**config.mk**
```make
export PLATFORM = sky130hd
export DESIGN_NAME = gpmc_master
export DESIGN_NICKNAME = d
export VERILOG_FILES = /design/src/rtl/gpmc_master.sv
export SDC_FILE = /design/constraint.sdc
export NUM_CORES = 1
export LEC_CHECK = 0
export CORE_MARGIN = 2
export CORE_UTILIZATION = 40
export CTS_BUF_LIST = sky130_fd_sc_hd__clkbuf_4
export CTS_CLUSTER_DIAMETER = 80
export DETAILED_ROUTE_END_ITERATION = 8
export PLACE_DENSITY = 0.74
export RECOVER_POWER = 100
export SYNTH_ARGS = -nofsm -noshare
export SYNTH_HDL_FRONTEND = slang
export SYNTH_SLANG_ARGS = --single-unit
```
**constraint.sdc**
```tcl
create_clock -name clk -period 3 [get_ports clk]
set_clock_uncertainty 0.15 [all_clocks]
set_input_delay 0.6 -clock clk [delete_from_list [all_inputs] [get_ports clk]]
set_output_delay 0.6 -clock clk [all_outputs]
set_load 0.1 [all_outputs]
```
**src/rtl/gpmc_master.sv**
```systemverilog
`timescale 1ns/1ps
// -----------------------------------------------------------------------------
// gpmc_master
// GPMC initiator for a 16-bit multiplexed address/data bus. Turns one host
// request at a time into an asynchronous GPMC cycle:
//   IDLE -> ADDR (adv_n low, AD = address) -> DATA (oe_n or we_n low, WAIT
//   stretching) -> HOLD (strobe released, cs_n held) -> TURN (bus released).
// All GPMC outputs are registered, so they change only on the rising edge.
//
// Ports
//   clk, rst                 clock, asynchronous active-high reset
//   req_valid/req_ready      host handshake; req_ready is high only in IDLE
//   req_write/addr/wdata/be_n request fields, captured at acceptance
//   rsp_valid                one-clock completion pulse (first HOLD clock)
//   rsp_rdata                read data, updated only by a successful read
//   rsp_err                  with rsp_valid: cycle aborted by WAIT timeout
//   gpmc_ad_o/ad_oe/ad_i     AD bus output, drive enable, input
//   gpmc_cs_n/adv_n/oe_n/we_n/be_n  bus strobes
//   gpmc_wait                target wait, synchronised by two flops
// -----------------------------------------------------------------------------
module gpmc_master #(
    parameter int unsigned ADV_CYC  = 2,
    parameter int unsigned ACC_CYC  = 4,
    parameter int unsigned HOLD_CYC = 1,
    parameter int unsigned TIMEOUT  = 255,
    parameter bit          WAIT_POL = 1'b1
) (
    input  logic        clk,
    input  logic        rst,
    input  logic        req_valid,
    output logic        req_ready,
    input  logic        req_write,
    input  logic [15:0] req_addr,
    input  logic [15:0] req_wdata,
    input  logic [1:0]  req_be_n,
    output logic        rsp_valid,
    output logic [15:0] rsp_rdata,
    output logic        rsp_err,
    output logic [15:0] gpmc_ad_o,
    output logic        gpmc_ad_oe,
    input  logic [15:0] gpmc_ad_i,
    output logic        gpmc_cs_n,
    output logic        gpmc_adv_n,
    output logic        gpmc_oe_n,
    output logic        gpmc_we_n,
    output logic [1:0]  gpmc_be_n,
    input  logic        gpmc_wait
);

    typedef enum logic [2:0] {
        S_IDLE,
        S_ADDR,
        S_DATA,
        S_HOLD,
        S_TURN
    } state_t;

    typedef struct packed {
        logic        write;
        logic [15:0] addr;
        logic [15:0] wdata;
        logic [1:0]  be_n;
    } req_t;

    typedef struct packed {
        logic        cs_n;
        logic        adv_n;
        logic        oe_n;
        logic        we_n;
        logic        ad_oe;
        logic [15:0] ad_o;
        logic [1:0]  be_n;
    } bus_t;

    // Counter reload values: a phase of N clocks counts N-1 down to 0.
    localparam logic [7:0] ADV_LOAD  = 8'(ADV_CYC - 1);
    localparam logic [7:0] ACC_LOAD  = 8'(ACC_CYC - 1);
    localparam logic [7:0] HOLD_LOAD = 8'(HOLD_CYC - 1);
    localparam logic [8:0] TMO_LIM   = 9'(TIMEOUT);

    localparam bus_t BUS_IDLE = '{cs_n: 1'b1, adv_n: 1'b1, oe_n: 1'b1, we_n: 1'b1,
                                  ad_oe: 1'b0, ad_o: 16'h0000, be_n: 2'b11};

    state_t      state, state_next;
    logic [7:0]  cnt, cnt_next;
    // One bit wider than the counter so TIMEOUT=255 can still be exceeded.
    logic [8:0]  ext_cnt, ext_next;
    req_t        req_q, req_next;
    bus_t        bus_q, bus_next;
    logic        wait_s1, wait_s2, wait_act;
    logic        accept, data_end, abort;

    // Bus levels for a given state; TURN and IDLE both park the bus.
    function automatic bus_t drive(input state_t st, input req_t r);
        bus_t b;
        b = BUS_IDLE;
        case (st)
            S_ADDR: begin
                b.cs_n  = 1'b0;
                b.adv_n = 1'b0;
                b.ad_oe = 1'b1;
                b.ad_o  = r.addr;
                b.be_n  = r.be_n;
            end
            S_DATA: begin
                b.cs_n = 1'b0;
                b.be_n = r.be_n;
                if (r.write) begin
                    b.we_n  = 1'b0;
                    b.ad_oe = 1'b1;
                    b.ad_o  = r.wdata;
                end else begin
                    // AD stays released while the target drives read data.
                    b.oe_n = 1'b0;
                end
            end
            S_HOLD: begin
                b.cs_n = 1'b0;
                b.be_n = r.be_n;
                if (r.write) begin
                    b.ad_oe = 1'b1;
                    b.ad_o  = r.wdata;
                end
            end
            default: b = BUS_IDLE;
        endcase
        return b;
    endfunction

    assign wait_act  = (wait_s2 == WAIT_POL);
    assign req_ready = (state == S_IDLE);

    always_comb begin
        // NOTE: every signal gets a default first so no path leaves it unassigned (no latches).
        state_next = state;
        cnt_next   = (cnt == 8'd0) ? 8'd0 : cnt - 8'd1;
        ext_next   = ext_cnt;
        accept     = 1'b0;
        data_end   = 1'b0;
        abort      = 1'b0;

        case (state)
            S_IDLE: begin
                if (req_valid) begin
                    accept     = 1'b1;
                    state_next = S_ADDR;
                    cnt_next   = ADV_LOAD;
                end
            end
            S_ADDR: begin
                if (cnt == 8'd0) begin
                    state_next = S_DATA;
                    cnt_next   = ACC_LOAD;
                    ext_next   = 9'd0;
                end
            end
            S_DATA: begin
                // Past the minimum access time, WAIT stretches one clock at a time.
                if (cnt == 8'd0) begin
                    if (!wait_act) begin
                        data_end   = 1'b1;
                        state_next = S_HOLD;
                        cnt_next   = HOLD_LOAD;
                    end else if (ext_cnt > TMO_LIM) begin
                        data_end   = 1'b1;
                        abort      = 1'b1;
                        state_next = S_HOLD;
                        cnt_next   = HOLD_LOAD;
                    end else begin
                        ext_next = ext_cnt + 9'd1;
                    end
                end
            end
            S_HOLD: begin
                if (cnt == 8'd0) begin
                    state_next = S_TURN;
                end
            end
            S_TURN: begin
                state_next = S_IDLE;
            end
            default: begin
                state_next = S_IDLE;
            end
        endcase

        req_next = req_q;
        if (accept) begin
            req_next = '{write: req_write, addr: req_addr, wdata: req_wdata, be_n: req_be_n};
        end

        // Outputs are decoded from the next state and registered with it.
        bus_next = drive(state_next, req_next);
    end

    always_ff @(posedge clk or posedge rst) begin
        if (rst) begin
            state     <= S_IDLE;
            cnt       <= 8'd0;
            ext_cnt   <= 9'd0;
            req_q     <= '0;
            bus_q     <= BUS_IDLE;
            wait_s1   <= ~WAIT_POL;
            wait_s2   <= ~WAIT_POL;
            rsp_valid <= 1'b0;
            rsp_err   <= 1'b0;
            rsp_rdata <= 16'h0000;
        end else begin
            // NOTE: non-blocking assignments so every register samples pre-edge values.
            state     <= state_next;
            cnt       <= cnt_next;
            ext_cnt   <= ext_next;
            req_q     <= req_next;
            bus_q     <= bus_next;
            wait_s1   <= gpmc_wait;
            wait_s2   <= wait_s1;
            rsp_valid <= data_end;
            rsp_err   <= abort;
            if (data_end && !abort && !req_q.write) begin
                rsp_rdata <= gpmc_ad_i;
            end
        end
    end

    assign gpmc_cs_n  = bus_q.cs_n;
    assign gpmc_adv_n = bus_q.adv_n;
    assign gpmc_oe_n  = bus_q.oe_n;
    assign gpmc_we_n  = bus_q.we_n;
    assign gpmc_ad_oe = bus_q.ad_oe;
    assign gpmc_ad_o  = bus_q.ad_o;
    assign gpmc_be_n  = bus_q.be_n;

endmodule

```
# [After elaboration in Yosys (flattened, before gate mapping)]
# Cells that the tools add are included.
# W data, S select, Z words.
[word_totals] in_bits=55 register_bits=98 out_inout_bits=42 word_cells=77
[classes] n_reduce_logical=9 n_mux=36 add_sub_neg=2 eq_ne=10 magnitude_cmp=1
[ops] op="$pmux W19 S3" count=1
[ops] op="$mux W8" count=6
[ops] op="$mux W9" count=4
[ops] op="$mux W35" count=1
[ops] op="$pmux W8 S3" count=1
[ops] op="$mux W18" count=1
[ops] op="$mux W3" count=6
[ops] op="$pmux W9 S2" count=1
[ops] op="$mux W17" count=1
[ops] op="$eq A3 B2 Y1 const B" count=4
[ops] op="$mux W1" count=12
[ops] op="$pmux W3 S4" count=1
[ops] op="$add A9 B1 Y9 const B" count=1
[ops] op="$gt A9 B8 Y1 const B" count=1
[ops] op="$logic_not A8 Y1" count=1
[ops] op="$ne A2 B2 Y1 const B" count=4
[ops] op="$sub A8 B1 Y8 const B" count=1
[ops] op="$eq A3 B1 Y1 const B" count=2
[ops] op="$reduce_and A5 Y1" count=1
[ops] op="$logic_not A3 Y1" count=1
[ops] op="$reduce_or A3 Y1" count=1
[ops] op="$logic_and A1 B1 Y1" count=2
[ops] op="$logic_not A1 Y1" count=2
[ops] op="$mux W2" count=1
[ops] op="$reduce_bool A2 Y1" count=1

# [Logic depth before layout (Yosys ltp)]
[logic_depth] depth_word=8 ltp_mapped=8 mapped_depth_nobuf=7

# [Worst setup path before layout]
# No wires, ideal clock.
[synth_path] path_kind="reg2reg" startpoint="reg state[0]" endpoint="reg bus_q, in the netlist gpmc_ad_o[11]" slack_ns=-0.234 synth_period_minus_slack_ns=3.234 path_buffers=3 stages_incl_launch_ff=8 arrival_ns=2.963 setup_time_ns=0.122 path_cell_list="dfrtp_1 buf_2 nor3_2 and2_1 buf_4 buf_4 mux2_2 a32o_1"
[synth_rtl] item="from (decl)" line="84" source="state_t state, state_next;"
[synth_rtl] item="from (signal assigned)" line="210" source="state <= state_next;"
[synth_rtl] item="to (signal assigned)" line="214" source="bus_q <= bus_next;"
[synth_rtl] item="to (decl)" line="89" source="bus_t bus_q, bus_next;"

# [Worst setup path in the final report]
[layout_path] startpoint="reg bus_q, in the netlist gpmc_we_n" endpoint="out gpmc_we_n"
[layout_rtl] item="to (decl)" line="45" source="output logic gpmc_we_n,"
# No word-level cell between the ends.

==> reports/results.txt <==
unrepaired setup endpoints after global routing - no
Synth Warn # - 0
critical path type - register to output pin
die area - 11,100 um^2
final setup fails - 0
root buf cell - clkbuf_4
Least-Margin Pin Slew - 1210 ps
share of layout cells above drive strength 1 - 0.152
cell count after synthesis - 298
CTS Buf Count - 9
clk buf depth - 2
Area Overhead vs Synth - 22.9%
relative slew slack - 0.197
via density per instance - 5.14
CTS clk-pin slew, worst paths - 150 ps
worst stage delay on the critical path - 880 ps
Initial Util - 0.416
GP Congestion - 0.835
Async S/R FF share, synth - 1.00
DRT iter0 DRCs - 163
crit-path cells - clkbuf_1
fraction of the cycle the final worst path needs - 0.870
total track usage - 0.166
DRT Pass-1 Iters - 5
die width - 105 um
IO Count - 97
number of global-route vias before repair - 2,983
r2r startpoint - state[0]
post-synthesis cell area - 4110 um^2
max-slew violation count - 0
port bufs - 96
synth unique cells - 52
syn_area_per_cell - 13.8 um^2
post-layout minimum cycle time - 2610 ps
row cnt - 36
Final ANT Viol Nets - 0
Worst-Skew Late Latency - 440 ps
VDD IR-drop max - 217 uV
Post-CTS Resized - 0
critical path peak fanout - 1
drt drc - 0
initial antenna violation count - 1
worst path arrival time - 1860 ps
worst path bufs/invs - 1
syn nets - 356
Fin Setup TNS - 0 ps
number of enable flip-flop cells after synthesis - 0
Yosys reg bits - 98
TritonCTS clock tree - done
Fmax - 0.383 GHz
Worst EP required - 2250 ps
largest delay contributor family on the critical path - buffers and inverters
largest net degree at the start of global routing - 46
Leakage - 0.00224 uW
power per cell area - 452 nW/um^2
status - completed
die height - 105 um
sequential area share after synthesis - 0.599
Critical Path Source Type - register
hold_buf cts - 0
Post-layout nets - 455
Vias - 2,754
final hold vios - 0
Post-CTS Setup Inserts - 0
Hold Path Origin - wait_s1
Main synth FF type - dfrtp_1
placed cells - 519
drt total wl - 8.70 mm
number of max-cap violations - 0
Hold Crit Class - register to register
Core ar. - 9860 um^2
Setup crit start - gpmc_we_n
fin cells - 536
nature of the critical path endpoint - output pin
first-pass GRT wire length - 14.6 mm
# H-tree levels - 3
global route overflow - 0
Routed WL per cell - 16.2 um
# clock sinks - 98
placed wire-length estimate - 6.12 mm
Worst path slowest cell - clkbuf_1
[Yosys cell counts (all sizes together), types with 3 or more instances]
| master | number | area (um^2) |
|---|---|---|
| a211oi | 5 | 42.5 |
| nand4 | 4 | 25.0 |
| buf | 12 | 83.8 |
| dfrtp | 92 | 2300 |
| nor4 | 3 | 18.8 |
| o211ai | 3 | 22.5 |
| nor3 | 6 | 40.0 |
| nand3 | 6 | 42.5 |
| nand2 | 17 | 63.8 |
| ha | 3 | 37.5 |
| mux2 | 50 | 601 |
| a32o | 16 | 160 |
| dfstp | 6 | 158 |
| inv | 13 | 48.8 |
| and2 | 3 | 18.8 |
| o21ai | 5 | 28.8 |
| mux2i | 8 | 80.1 |
| nor2 | 9 | 33.8 |
| a21oi | 4 | 20.0 |
| nand2b | 7 | 43.8 |
[worst register-to-register path: stages, from the launching register on]
cell	delay, ps
dfrtp_1	540
nor3_1	380
and2_0	420
buf_4	270
mux2_1	370
a32o_1	270
[power breakdown]
| part | internal (uW) | switching (uW) |
|---|---|---|
| Combinational | 74.9 | 127 |
| Clock | 271 | 468 |
| Sequential | 1330 | 6.47 |
[cell families (layout without fill, tap and decap cells)]
kind of cell,count (synthesis),in the layout,synth area share
compound gates,44,44,0.0886
xor+xnor,2,2,0.00427
fa+ha+maj,3,3,0.00914
buf+inv,27,131,0.0344
flops,98,98,0.599
mux,58,58,0.166
other cells,0,1,0
simple gates,66,66,0.0990
[per-stage QoR]
stage	hold WS [ps]	area (um^2)	power [uW]	worst slack [ps]	util
after global routing	233	5050	2390	274	0.512
after floorplan	181	4120	1480	228	-
final	220	5050	2280	390	0.512
after global placement	191	5130	1590	576	0.520
after CTS	225	5290	2340	628	0.536
after detailed placement	190	5130	1590	536	0.520
[layout by cell type (no fill, tap or decap), drive strengths merged, types with 5 or more instances in the layout]
cell / synthesis / final
dfrtp: 92 / 92
clkdlybuf4s50: 0 / 52
clkbuf: 2 / 52
mux2: 50 / 50
nand2: 17 / 17
a32o: 16 / 16
inv: 13 / 14
nor2: 9 / 9
mux2i: 8 / 8
nand2b: 7 / 7
dfstp: 6 / 6
nor3: 6 / 6
nand3: 6 / 6
a211oi: 5 / 5
o21ai: 5 / 5
buf: 12 / 5
[state kept, by name, indices dropped and copies added, names as in the netlist]
name        flops
cnt             8
ext_cnt         9
gpmc_ad_o      16
gpmc_ad_oe      1
gpmc_adv_n      1
gpmc_be_n       2
gpmc_cs_n       1
gpmc_oe_n       1
gpmc_we_n       1
req_q          35
rsp_err         1
rsp_rdata      16
rsp_valid       1
state           3
wait_act        1
wait_s1         1
[per-layer routing]
metal	GRT usage	vias to the layer above	wire, um
li1	-	1300	-
met1	0.201	1375	3590
met2	0.274	71	4430
met3	0.0736	8	607
met4	0.0390	0	72
met5	0	-	0
[final cells by class]
class	instances	area [um^2]
tap	133	166
timing repair buffer	102	767
clock buffer	9	67.6
clock inverter	7	87.6
antenna	1	2.50
multi-input combinational	173	1450
sequential	98	2460
inverter	13	50.0
fill	921	4810
[final timing paths]
check / depth (start not counted) / endpoint / slack [ps]
max: 1 / gpmc_we_n / 390
min: 0 / wait_act / 220
max reg2reg: 5 / gpmc_ad_o[0] / 510
min reg2reg: 0 / wait_act / 220
max in group asynchronous: 3 / rsp_rdata[7] / 800
min in group asynchronous: 2 / gpmc_ad_o[14] / 650
(Power assumes the default switching activity.)
